File: config.mk
export PLATFORM = sky130hd
export DESIGN_NAME = seven_segment_monitor
export DESIGN_NICKNAME = d
export VERILOG_FILES = /design/src/rtl/seg7_pkg.sv /design/src/rtl/seg7_decode.sv /design/src/rtl/seven_segment_monitor.sv
export SDC_FILE = /design/constraint.sdc
export NUM_CORES = 1
export LEC_CHECK = 0
export CAP_MARGIN = 10
export CORE_AREA = 2 2 60 62
export DETAILED_ROUTE_END_ITERATION = 10
export DIE_AREA = 0 0 62 64
export PLACE_DENSITY_LB_ADDON = 0.08
export SYNTH_ARGS = -nofsm -noshare
export SYNTH_HDL_FRONTEND = slang
export SYNTH_SLANG_ARGS = --single-unit
File: constraint.sdc
create_clock -name clk -period 8.4 [get_ports clk]
set_input_delay 1.68 -clock clk [delete_from_list [all_inputs] [get_ports clk]]
set_output_delay 1.68 -clock clk [all_outputs]
set_load 0.01 [all_outputs]
File: src/rtl/seg7_pkg.sv
// Shared definitions for seven-segment display producers and consumers:
// segment encodings (bit0=a .. bit6=g, 1=lit), digit type and the
// monitor's tracking states.
package seg7_pkg;

  typedef logic [3:0] digit_t;
  typedef logic [6:0] seg_t;

  typedef enum logic [1:0] {
    SYNC,
    ACQUIRE,
    TRACK
  } state_t;

  localparam seg_t SEG_0 = 7'h3F;  // abcdef
  localparam seg_t SEG_1 = 7'h06;  // bc
  localparam seg_t SEG_2 = 7'h5B;  // abdeg
  localparam seg_t SEG_3 = 7'h4F;  // abcdg
  localparam seg_t SEG_4 = 7'h66;  // bcfg
  localparam seg_t SEG_5 = 7'h6D;  // acdfg
  localparam seg_t SEG_6 = 7'h7D;  // acdefg
  localparam seg_t SEG_7 = 7'h07;  // abc
  localparam seg_t SEG_8 = 7'h7F;  // abcdefg
  localparam seg_t SEG_9 = 7'h6F;  // abcdfg

  localparam seg_t SEG_ARRAY [10] = '{
    SEG_0, SEG_1, SEG_2, SEG_3, SEG_4,
    SEG_5, SEG_6, SEG_7, SEG_8, SEG_9
  };

  // Successor in the 0..9 counting sequence; 9 wraps to 0.
  function automatic digit_t next_digit(input digit_t d);
    return (d == 4'd9) ? 4'd0 : d + 4'd1;
  endfunction

endpackage

File: src/rtl/seg7_decode.sv
// Combinational seven-segment to BCD decoder. Only the ten canonical digit
// patterns are legal; anything else (blank, partial, extra segments) is
// reported as illegal with digit_o forced to 0.
module seg7_decode
  import seg7_pkg::*;
(
  input  logic [6:0] led_i,
  output logic [3:0] digit_o,
  output logic       legal_o
);

  // Match the pattern against the ten legal encodings.
  always_comb begin
    // NOTE: every output gets a default before any conditional assignment so
    // no path leaves it unassigned, which would otherwise infer a latch.
    digit_o = '0;
    legal_o = 1'b0;
    for (int i = 0; i < 10; i++) begin
      if (led_i == SEG_ARRAY[i]) begin
        digit_o = digit_t'(i);
        legal_o = 1'b1;
      end
    end
  end

endmodule

File: src/rtl/seven_segment_monitor.sv
// Receive-side checker for a seven-segment counter bus. Decodes each sampled
// pattern, checks that digits step 0..9 with wrap, counts in-sequence
// changes and raises sticky flags for illegal patterns, out-of-order steps
// and (optionally) change intervals outside COMPARE +/- TOLERANCE clocks.
// Build option: define SEVEN_SEGMENT_MONITOR_TIMING_EN to include the
// interval counter and timing_error; otherwise timing_error is tied low.
module seven_segment_monitor
  import seg7_pkg::*;
#(
  parameter int COMPARE   = 16_000_000,
  parameter int TOLERANCE = 0
) (
  input  logic        clk,
  input  logic        reset,
  input  logic [6:0]  led_in,
  input  logic        err_clear,
  output logic [3:0]  digit,
  output logic        digit_valid,
  output logic        change,
  output logic [15:0] seconds,
  output logic        bad_pattern,
  output logic        seq_error,
  output logic        timing_error
);

  // Intervals must be at least one clock and the window must not go negative.
  if (COMPARE < 1 || TOLERANCE < 0 || TOLERANCE >= COMPARE) begin : g_param_check
    $error("seven_segment_monitor: requires 0 <= TOLERANCE < COMPARE");
  end

  state_t        state_q, state_d;
  digit_t        digit_q, digit_d;   // doubles as the previous valid digit
  logic          valid_q, valid_d;
  logic          change_q, change_d;
  logic [15:0]   seconds_q, seconds_d;
  logic          bad_q, bad_d, bad_set;
  logic          seq_q, seq_d, seq_set;

  digit_t        dec_digit;
  logic          dec_legal;
  logic          change_evt;
  logic          in_seq;

  seg7_decode u_decode (
    .led_i   (led_in),
    .digit_o (dec_digit),
    .legal_o (dec_legal)
  );

  // A change only counts once a baseline digit exists (i.e. outside SYNC).
  assign change_evt = dec_legal && (state_q != SYNC) && (dec_digit != digit_q);
  assign in_seq     = (dec_digit == next_digit(digit_q));

  // Sequence tracker: next state, decoded outputs and sticky pattern/sequence flags.
  always_comb begin
    state_d   = state_q;
    digit_d   = digit_q;
    valid_d   = dec_legal;
    change_d  = 1'b0;
    seconds_d = seconds_q;
    bad_set   = 1'b0;
    seq_set   = 1'b0;

    if (!dec_legal) begin
      bad_set = 1'b1;
      state_d = SYNC;
    end else begin
      digit_d = dec_digit;
      case (state_q)
        SYNC: state_d = ACQUIRE;
        ACQUIRE, TRACK: begin
          if (change_evt) begin
            change_d = 1'b1;
            if (in_seq) begin
              if (seconds_q != 16'hFFFF) seconds_d = seconds_q + 16'd1;
              state_d = TRACK;
            end else begin
              seq_set = 1'b1;
              state_d = ACQUIRE;
            end
          end
        end
        default: state_d = SYNC;
      endcase
    end

    // A set condition in the same cycle outranks err_clear.
    bad_d = bad_set | (bad_q & ~err_clear);
    seq_d = seq_set | (seq_q & ~err_clear);
  end

  // State and output registers; reset restores the SYNC baseline.
  always_ff @(posedge clk) begin
    // NOTE: sequential state uses non-blocking assignments so every register
    // samples the pre-edge values, independent of statement order.
    if (reset) begin
      state_q   <= SYNC;
      digit_q   <= '0;
      valid_q   <= 1'b0;
      change_q  <= 1'b0;
      seconds_q <= '0;
      bad_q     <= 1'b0;
      seq_q     <= 1'b0;
    end else begin
      state_q   <= state_d;
      digit_q   <= digit_d;
      valid_q   <= valid_d;
      change_q  <= change_d;
      seconds_q <= seconds_d;
      bad_q     <= bad_d;
      seq_q     <= seq_d;
    end
  end

  assign digit       = digit_q;
  assign digit_valid = valid_q;
  assign change      = change_q;
  assign seconds     = seconds_q;
  assign bad_pattern = bad_q;
  assign seq_error   = seq_q;

`ifdef SEVEN_SEGMENT_MONITOR_TIMING_EN
  localparam int CNT_W = $clog2(COMPARE + TOLERANCE + 2);
  localparam logic [CNT_W-1:0] WIN_LO = CNT_W'(COMPARE - TOLERANCE);
  localparam logic [CNT_W-1:0] WIN_HI = CNT_W'(COMPARE + TOLERANCE);

  logic [CNT_W-1:0] cnt_q, cnt_d;
  logic             timing_q, timing_d, timing_set;

  // Interval counter: restarts at 1 on a change, otherwise counts up and saturates.
  always_comb begin
    cnt_d = (&cnt_q) ? cnt_q : cnt_q + 1'b1;
    if (change_evt) cnt_d = CNT_W'(1);
  end

  // Timing flag: check completed intervals in TRACK and flag a stall once.
  always_comb begin
    timing_set = 1'b0;
    if (dec_legal && state_q == TRACK) begin
      if (change_evt) begin
        timing_set = in_seq && ((cnt_q < WIN_LO) || (cnt_q > WIN_HI));
      end else begin
        // This edge moves the count past the window: the change is overdue.
        timing_set = (cnt_q == WIN_HI);
      end
    end
    timing_d = timing_set | (timing_q & ~err_clear);
  end

  // Interval counter and timing flag registers.
  always_ff @(posedge clk) begin
    if (reset) begin
      cnt_q    <= '0;
      timing_q <= 1'b0;
    end else begin
      cnt_q    <= cnt_d;
      timing_q <= timing_d;
    end
  end

  assign timing_error = timing_q;
`else
  assign timing_error = 1'b0;
`endif

endmodule
; ---- After elaboration in Yosys (flattened, before gate mapping)
; Index checks and enable logic that the tools add are counted.
[op_classes]
bitwise = 7
n_eq_ne = 17
reduce_logical = 8
muxes = 29
addsub = 2
[ops]
columns = operator, n
row1 = == test 7 bit (second input constant), 7
row2 = two-way mux 1 bit, 17
row3 = adder 16 x 1 -> 16 bit (second input constant), 1
row4 = != test 16 bit (second input constant), 1
row5 = == test 7 x 3 -> 1 bit (second input constant), 2
row6 = two-way mux 3 bit, 4
row7 = two-way mux 4 bit, 3
row8 = two-way mux 2 bit, 4
row9 = == test 7 x 6 -> 1 bit (second input constant), 1
row10 = AND reduction 5 bit, 1
row11 = adder 4 x 1 -> 4 bit (second input constant), 1
row12 = == test 4 bit, 1
row13 = == test 4 bit (second input constant), 1
row14 = != test 4 bit, 1
row15 = one-hot mux 2 bit (2 select lines), 1
row16 = OR reduction 2 bit, 2
row17 = inverter 1 bit, 3
row18 = OR reduction 3 bit, 1
row19 = AND 1 bit, 2
row20 = == test 2 x 1 -> 1 bit (second input constant), 1
row21 = == test 2 bit (second input constant), 1
row22 = logical AND 1 bit, 2
row23 = logical NOT 2 bit, 1
row24 = != test 2 bit (second input constant), 1
row25 = 2 further kinds, 3
[word_totals]
output_inout_bits = 25
reg_bits = 26
wordCells = 70

; ---- Logic depth before layout (Yosys ltp)
[logic_depth]
ltp_word = 17
mapped_depth = 10
ltp_nobuf = 8

; ---- Hierarchy
; A second synthesis with hierarchy kept.
[unflattened]
cells_unflattened = 191
area_unflattened_um2 = 1610.3
[by_module_without_submodules]
columns = module, area_each_um2, cells_each, instances
row1 = seven_segment_monitor, 1422.6, 163, 1
row2 = seg7_decode, 187.7, 28, 1

; ---- Least setup slack after synthesis
; No wires, ideal clock.
[synth_timing]
path_type = in2reg
startpoint = input port led_in[5]
endpoint = register seconds_q[6] (netlist: seconds[6])
arrival_ps = 3975
t_required_ps = 8330
setup_slack_ps = 4354
path_stages = 9
n_path_buf = 2
cell_sequence = buf_6 -> or4b_4 -> nor3_4 -> or4_4 -> a211oi_1 -> a2111o_1 -> buf_2 -> or4_1 -> a21oi_1
[synth_via]
elab_chain_cells = 14
word_cells_on_any_way = 34
classes_between = eq/ne: 12 / mux: 19 / reduce/logical: 3
[synth_rtl]
columns = item, line_no
row1 = start: declaration, seven_segment_monitor.sv:15  ; input logic [6:0] led_in,
row2 = == test 7 x 6 -> 1 bit, seg7_decode.sv:19  ; if (led_i == SEG_ARRAY[i]) begin
row3 = two-way mux 1 bit (10 in a row), seg7_decode.sv:19
row4 = logical AND 1 bit (2 in a row), seven_segment_monitor.sv:51  ; assign change_evt = dec_legal && (state_q != SYNC) && (dec_digit != digit_q);
row5 = AND reduction 5 bit (no source line) *, n/a
row6 = end signal: assignment, seven_segment_monitor.sv:109  ; seconds_q <= seconds_d;
row7 = end: declaration, seven_segment_monitor.sv:35  ; logic [15:0] seconds_q, seconds_d;
; Mark *: on every way between the ends. The rest lies on a longest branch, timed or not.
; A chain may end at the register's enable or synchronous reset.

; ---- Worst setup path in the final report
[layout_timing]
startpoint = input port led_in[1]
endpoint = register seconds_q[6] (netlist: seconds[6])
; Same word-level chain as after synthesis.

==> flow_summary.ini <==
[outcome]
run_status = finished, final reports clean

[placement]
place_congestion = 0.852
io_buffers = 33
placedInstanceArea_um2 = 2090
hpwl_um = 3070

[cells_and_area]
area_delta_synth_final_pct = 21.1
stdcell_area_um2 = 2140
final_layout_size_suffix_gt1_frac = 0.0747
layout.nets = 255
antenna_cells_inserted = 0
final_core_util = 0.653

[clock_network]
clk_latency_ns = 0.32
cts_root_buf = sky130_fd_sc_hd__clkbuf_4
clockBufferDepth = 2
cts_tree = built
numCtsBuffers = 3
holdBufCountCts = 0
cts_resized = 0
cts_post_setup_buffers_inserted = 0
htree_levels = 1
clk_pin_slew_ns = 0.15
cts.sink_count = 26

[yosys]
post_synth_instance_area_um2 = 1770
synth_adder_area_share = 0.0212
post_syn_area_per_cell_um2 = 8.20
main_combinational_cell_family_by_area_after_synthesis = simple AND/OR/NAND/NOR gates
synth_area_leaders = sky130_fd_sc_hd__dfxtp_1 29%, sky130_fd_sc_hd__a21oi_1 5.1%, sky130_fd_sc_hd__o31ai_1 5.1%
synth_top_cell_area_share = 0.294
synth-seq-cells = 26
postSynthCellCount = 216
synth-simple-area-share = 0.302
ys_seq_area_frac = 0.294
synth-main-ff-cell = sky130_fd_sc_hd__dfxtp_1
synth-edff-count = 0
async_set_or_reset_register_ratio_after_synthesis = 0
yosysWarningCount = 0
ys_top_cells_by_count = 26 x sky130_fd_sc_hd__dfxtp_1, 18 x sky130_fd_sc_hd__a21oi_1, 15 x sky130_fd_sc_hd__inv_1, 15 x sky130_fd_sc_hd__nand2_1
post_synth_xor_area_fraction = 0.0198
synth.distinct_cells = 59
synthMuxAreaShare = 0.0375
share_of_the_synthesized_area_in_compound_gates_ao_oa_aoi_oai = 0.249
postSynthNetCount = 229
synthMostInstantiatedCell = sky130_fd_sc_hd__dfxtp_1
synth.largest_area_cell = sky130_fd_sc_hd__dfxtp_1

[floorplan]
die_area_um2 = 3970
die_width_um = 62
initial_core_util = 0.539
floorplan.io_pins = 35
core_um2 = 3280
row_count = 21
die-height_um = 64

[route]
drtPass1Iterations = 4
detailroute.via_count = 1732
wl_met3_um = 187
detail_route.iter0.violations = 140
route.met2.wl_um = 2230
totalWireLength_um = 4200
drc = 0
topRoutingLayerUsed = met4
routed_via_density = 6.03
drt.antenna.violating_nets = 0
post_drt_wl_per_cell_um = 14.6
detail_route.wirelength.met1_um = 1770

[min_path]
hold_path.startpoint = seq_error
worst_hold_path.num_cells = 2
hp-class = reg2reg
worst_hold_path.endpoint = seq_error

[timing]
unrepaired_setup_endpoints_after_global_routing = no
slew_violations = 0
tightestPinTransition_ns = 0.918
fmax_mhz = 209
clock_period_minus_final_worst_setup_slack_ns = 4.79
worst_clock_skew_ns = 0.00636
fin_worst_hold_slack_ns = 0.495
setup-tns-final_ns = 0
finalSetupViolations = 0
relSlewSlack = 0.386
hold_viol = 0
period_share = 0.570

[pwr]
power_per_cell_area_nw_per_um2 = 112
vdd_ir_drop_max_uv = 78.4
power.static_leakage_nw = 0.693
post-layout-total-power_uw = 241

[global_route]
grt_first_pass_wirelength_um = 7370
global_route.overflow_total = 0
first_global_vias = 1704
grt_util_all_layers = 0.235
grt_antenna_before_repair = 0
largest_net_degree_at_the_start_of_global_routing = 30

[setup_path]
worst-endpoint-arrival_ns = 5.05
r2r_slack_ns = 5.55
worst_r2r_path_depth = 7
r2r_end = seconds[6]
worstPathRequired_ns = 8.66
setup.worst_path.start_class = primary input
endpoint_kind = flip-flop
reg2reg_from = digit[2]
crit_fanout = 29
path_class = in2reg

[flow_run]
cap_viol_max_count = 0
==> worst max-delay path: stages <==
cell and delay, ns:
sky130_fd_sc_hd__clkdlybuf4s50_1 0.68, sky130_fd_sc_hd__and3b_1 0.24, sky130_fd_sc_hd__o211a_1 0.27, sky130_fd_sc_hd__o31ai_1 0.43, sky130_fd_sc_hd__a211oi_1 0.20, sky130_fd_sc_hd__a2111o_1 0.77, sky130_fd_sc_hd__or4_1 0.62, sky130_fd_sc_hd__a21oi_1 0.16
==> cell type report <==
type	instances	area [um2]
Clock buffer	3	22.5
Inverter	15	56.3
Multi-Input combinational cell	162	1120
Clock inverter	1	30.0
Timing Repair Buffer	34	338
Fill cell	302	1140
Tap cell	46	57.6
Sequential cell	26	520
==> stage by stage <==
stage,setup WS (ns),instances
3_3_place_gp,3.44,283
4_1_cts,3.63,287
5_1_grt,3.40,287
2_1_floorplan,4.35,216
6_report,3.61,287
3_5_place_dp,3.28,283
==> flip-flops by register name, summed over array words and instances (netlist names) <==
name / cells
bad_pattern: 1
change: 1
digit: 4
digit_valid: 1
seconds: 16
seq_error: 1
state_q: 2
==> metal layers <==
| metal | vias to the layer above | track usage |
|---|---|---|
| met5 | - | 0 |
| met4 | 0 | 0.0559 |
| met3 | 2 | 0.0324 |
| met2 | 47 | 0.405 |
| met1 | 815 | 0.299 |
| li1 | 868 | - |
==> cells in the final DEF (no fill, tap or decap), drive strengths merged, types with 2 or more instances in the layout <==
| master | Yosys | final |
|---|---|---|
| clkbuf | 4 | 3 |
| clkdlybuf4s50 | 0 | 33 |
| nor2b | 5 | 5 |
| a211oi | 5 | 5 |
| nand3 | 7 | 7 |
| or4 | 11 | 11 |
| or4b | 2 | 2 |
| and3b | 2 | 2 |
| and3 | 4 | 4 |
| nand2 | 15 | 15 |
| o31ai | 12 | 12 |
| nor4b | 2 | 2 |
| and4 | 2 | 2 |
| o211ai | 3 | 3 |
| xnor2 | 3 | 3 |
| nand2b | 2 | 2 |
| nor2 | 12 | 12 |
| nor3b | 3 | 3 |
| ha | 3 | 3 |
| inv | 15 | 15 |
| or3 | 5 | 5 |
| o41ai | 2 | 2 |
| o31a | 2 | 2 |
| mux2 | 5 | 5 |
| nand4 | 4 | 4 |
| nor3 | 9 | 9 |
| a2111oi | 2 | 2 |
| a21oi | 19 | 19 |
| nor4 | 2 | 2 |
| o21ai | 4 | 4 |
| dfxtp | 26 | 26 |
==> worst max path at each step <==
stage	cells after the start	slack [ns]	to	from
2_1_floorplan	9	4.35	seconds[6]	led_in[5]
3_3_place_gp	8	3.44	seconds[10]	led_in[1]
3_5_place_dp	8	3.28	seconds[11]	led_in[1]
4_1_cts	8	3.63	seconds[8]	led_in[1]
5_1_grt	8	3.40	seconds[6]	led_in[1]
6_report	8	3.61	seconds[6]	led_in[1]
==> kinds of logic (layout without fill, tap and decap cells) <==
| family | count (synthesis) | after routing |
|---|---|---|
| simple gates | 89 | 89 |
| other cells | 1 | 1 |
| flops | 26 | 26 |
| fa+ha+maj | 3 | 3 |
| xor+xnor | 4 | 4 |
| compound gates | 59 | 59 |
| buf+inv | 28 | 53 |
| mux | 6 | 6 |
==> report_power, final <==
group / internal (mW) / switching, mW / total [mW]
Clock: 0.0482 / 0.0386 / 0.0869
Combinational: 0.0116 / 0.0168 / 0.0284
Sequential: 0.124 / 0.000932 / 0.125
Total: 0.184 / 0.0564 / 0.241
Note: power is estimated with default switching activity, not from simulation.
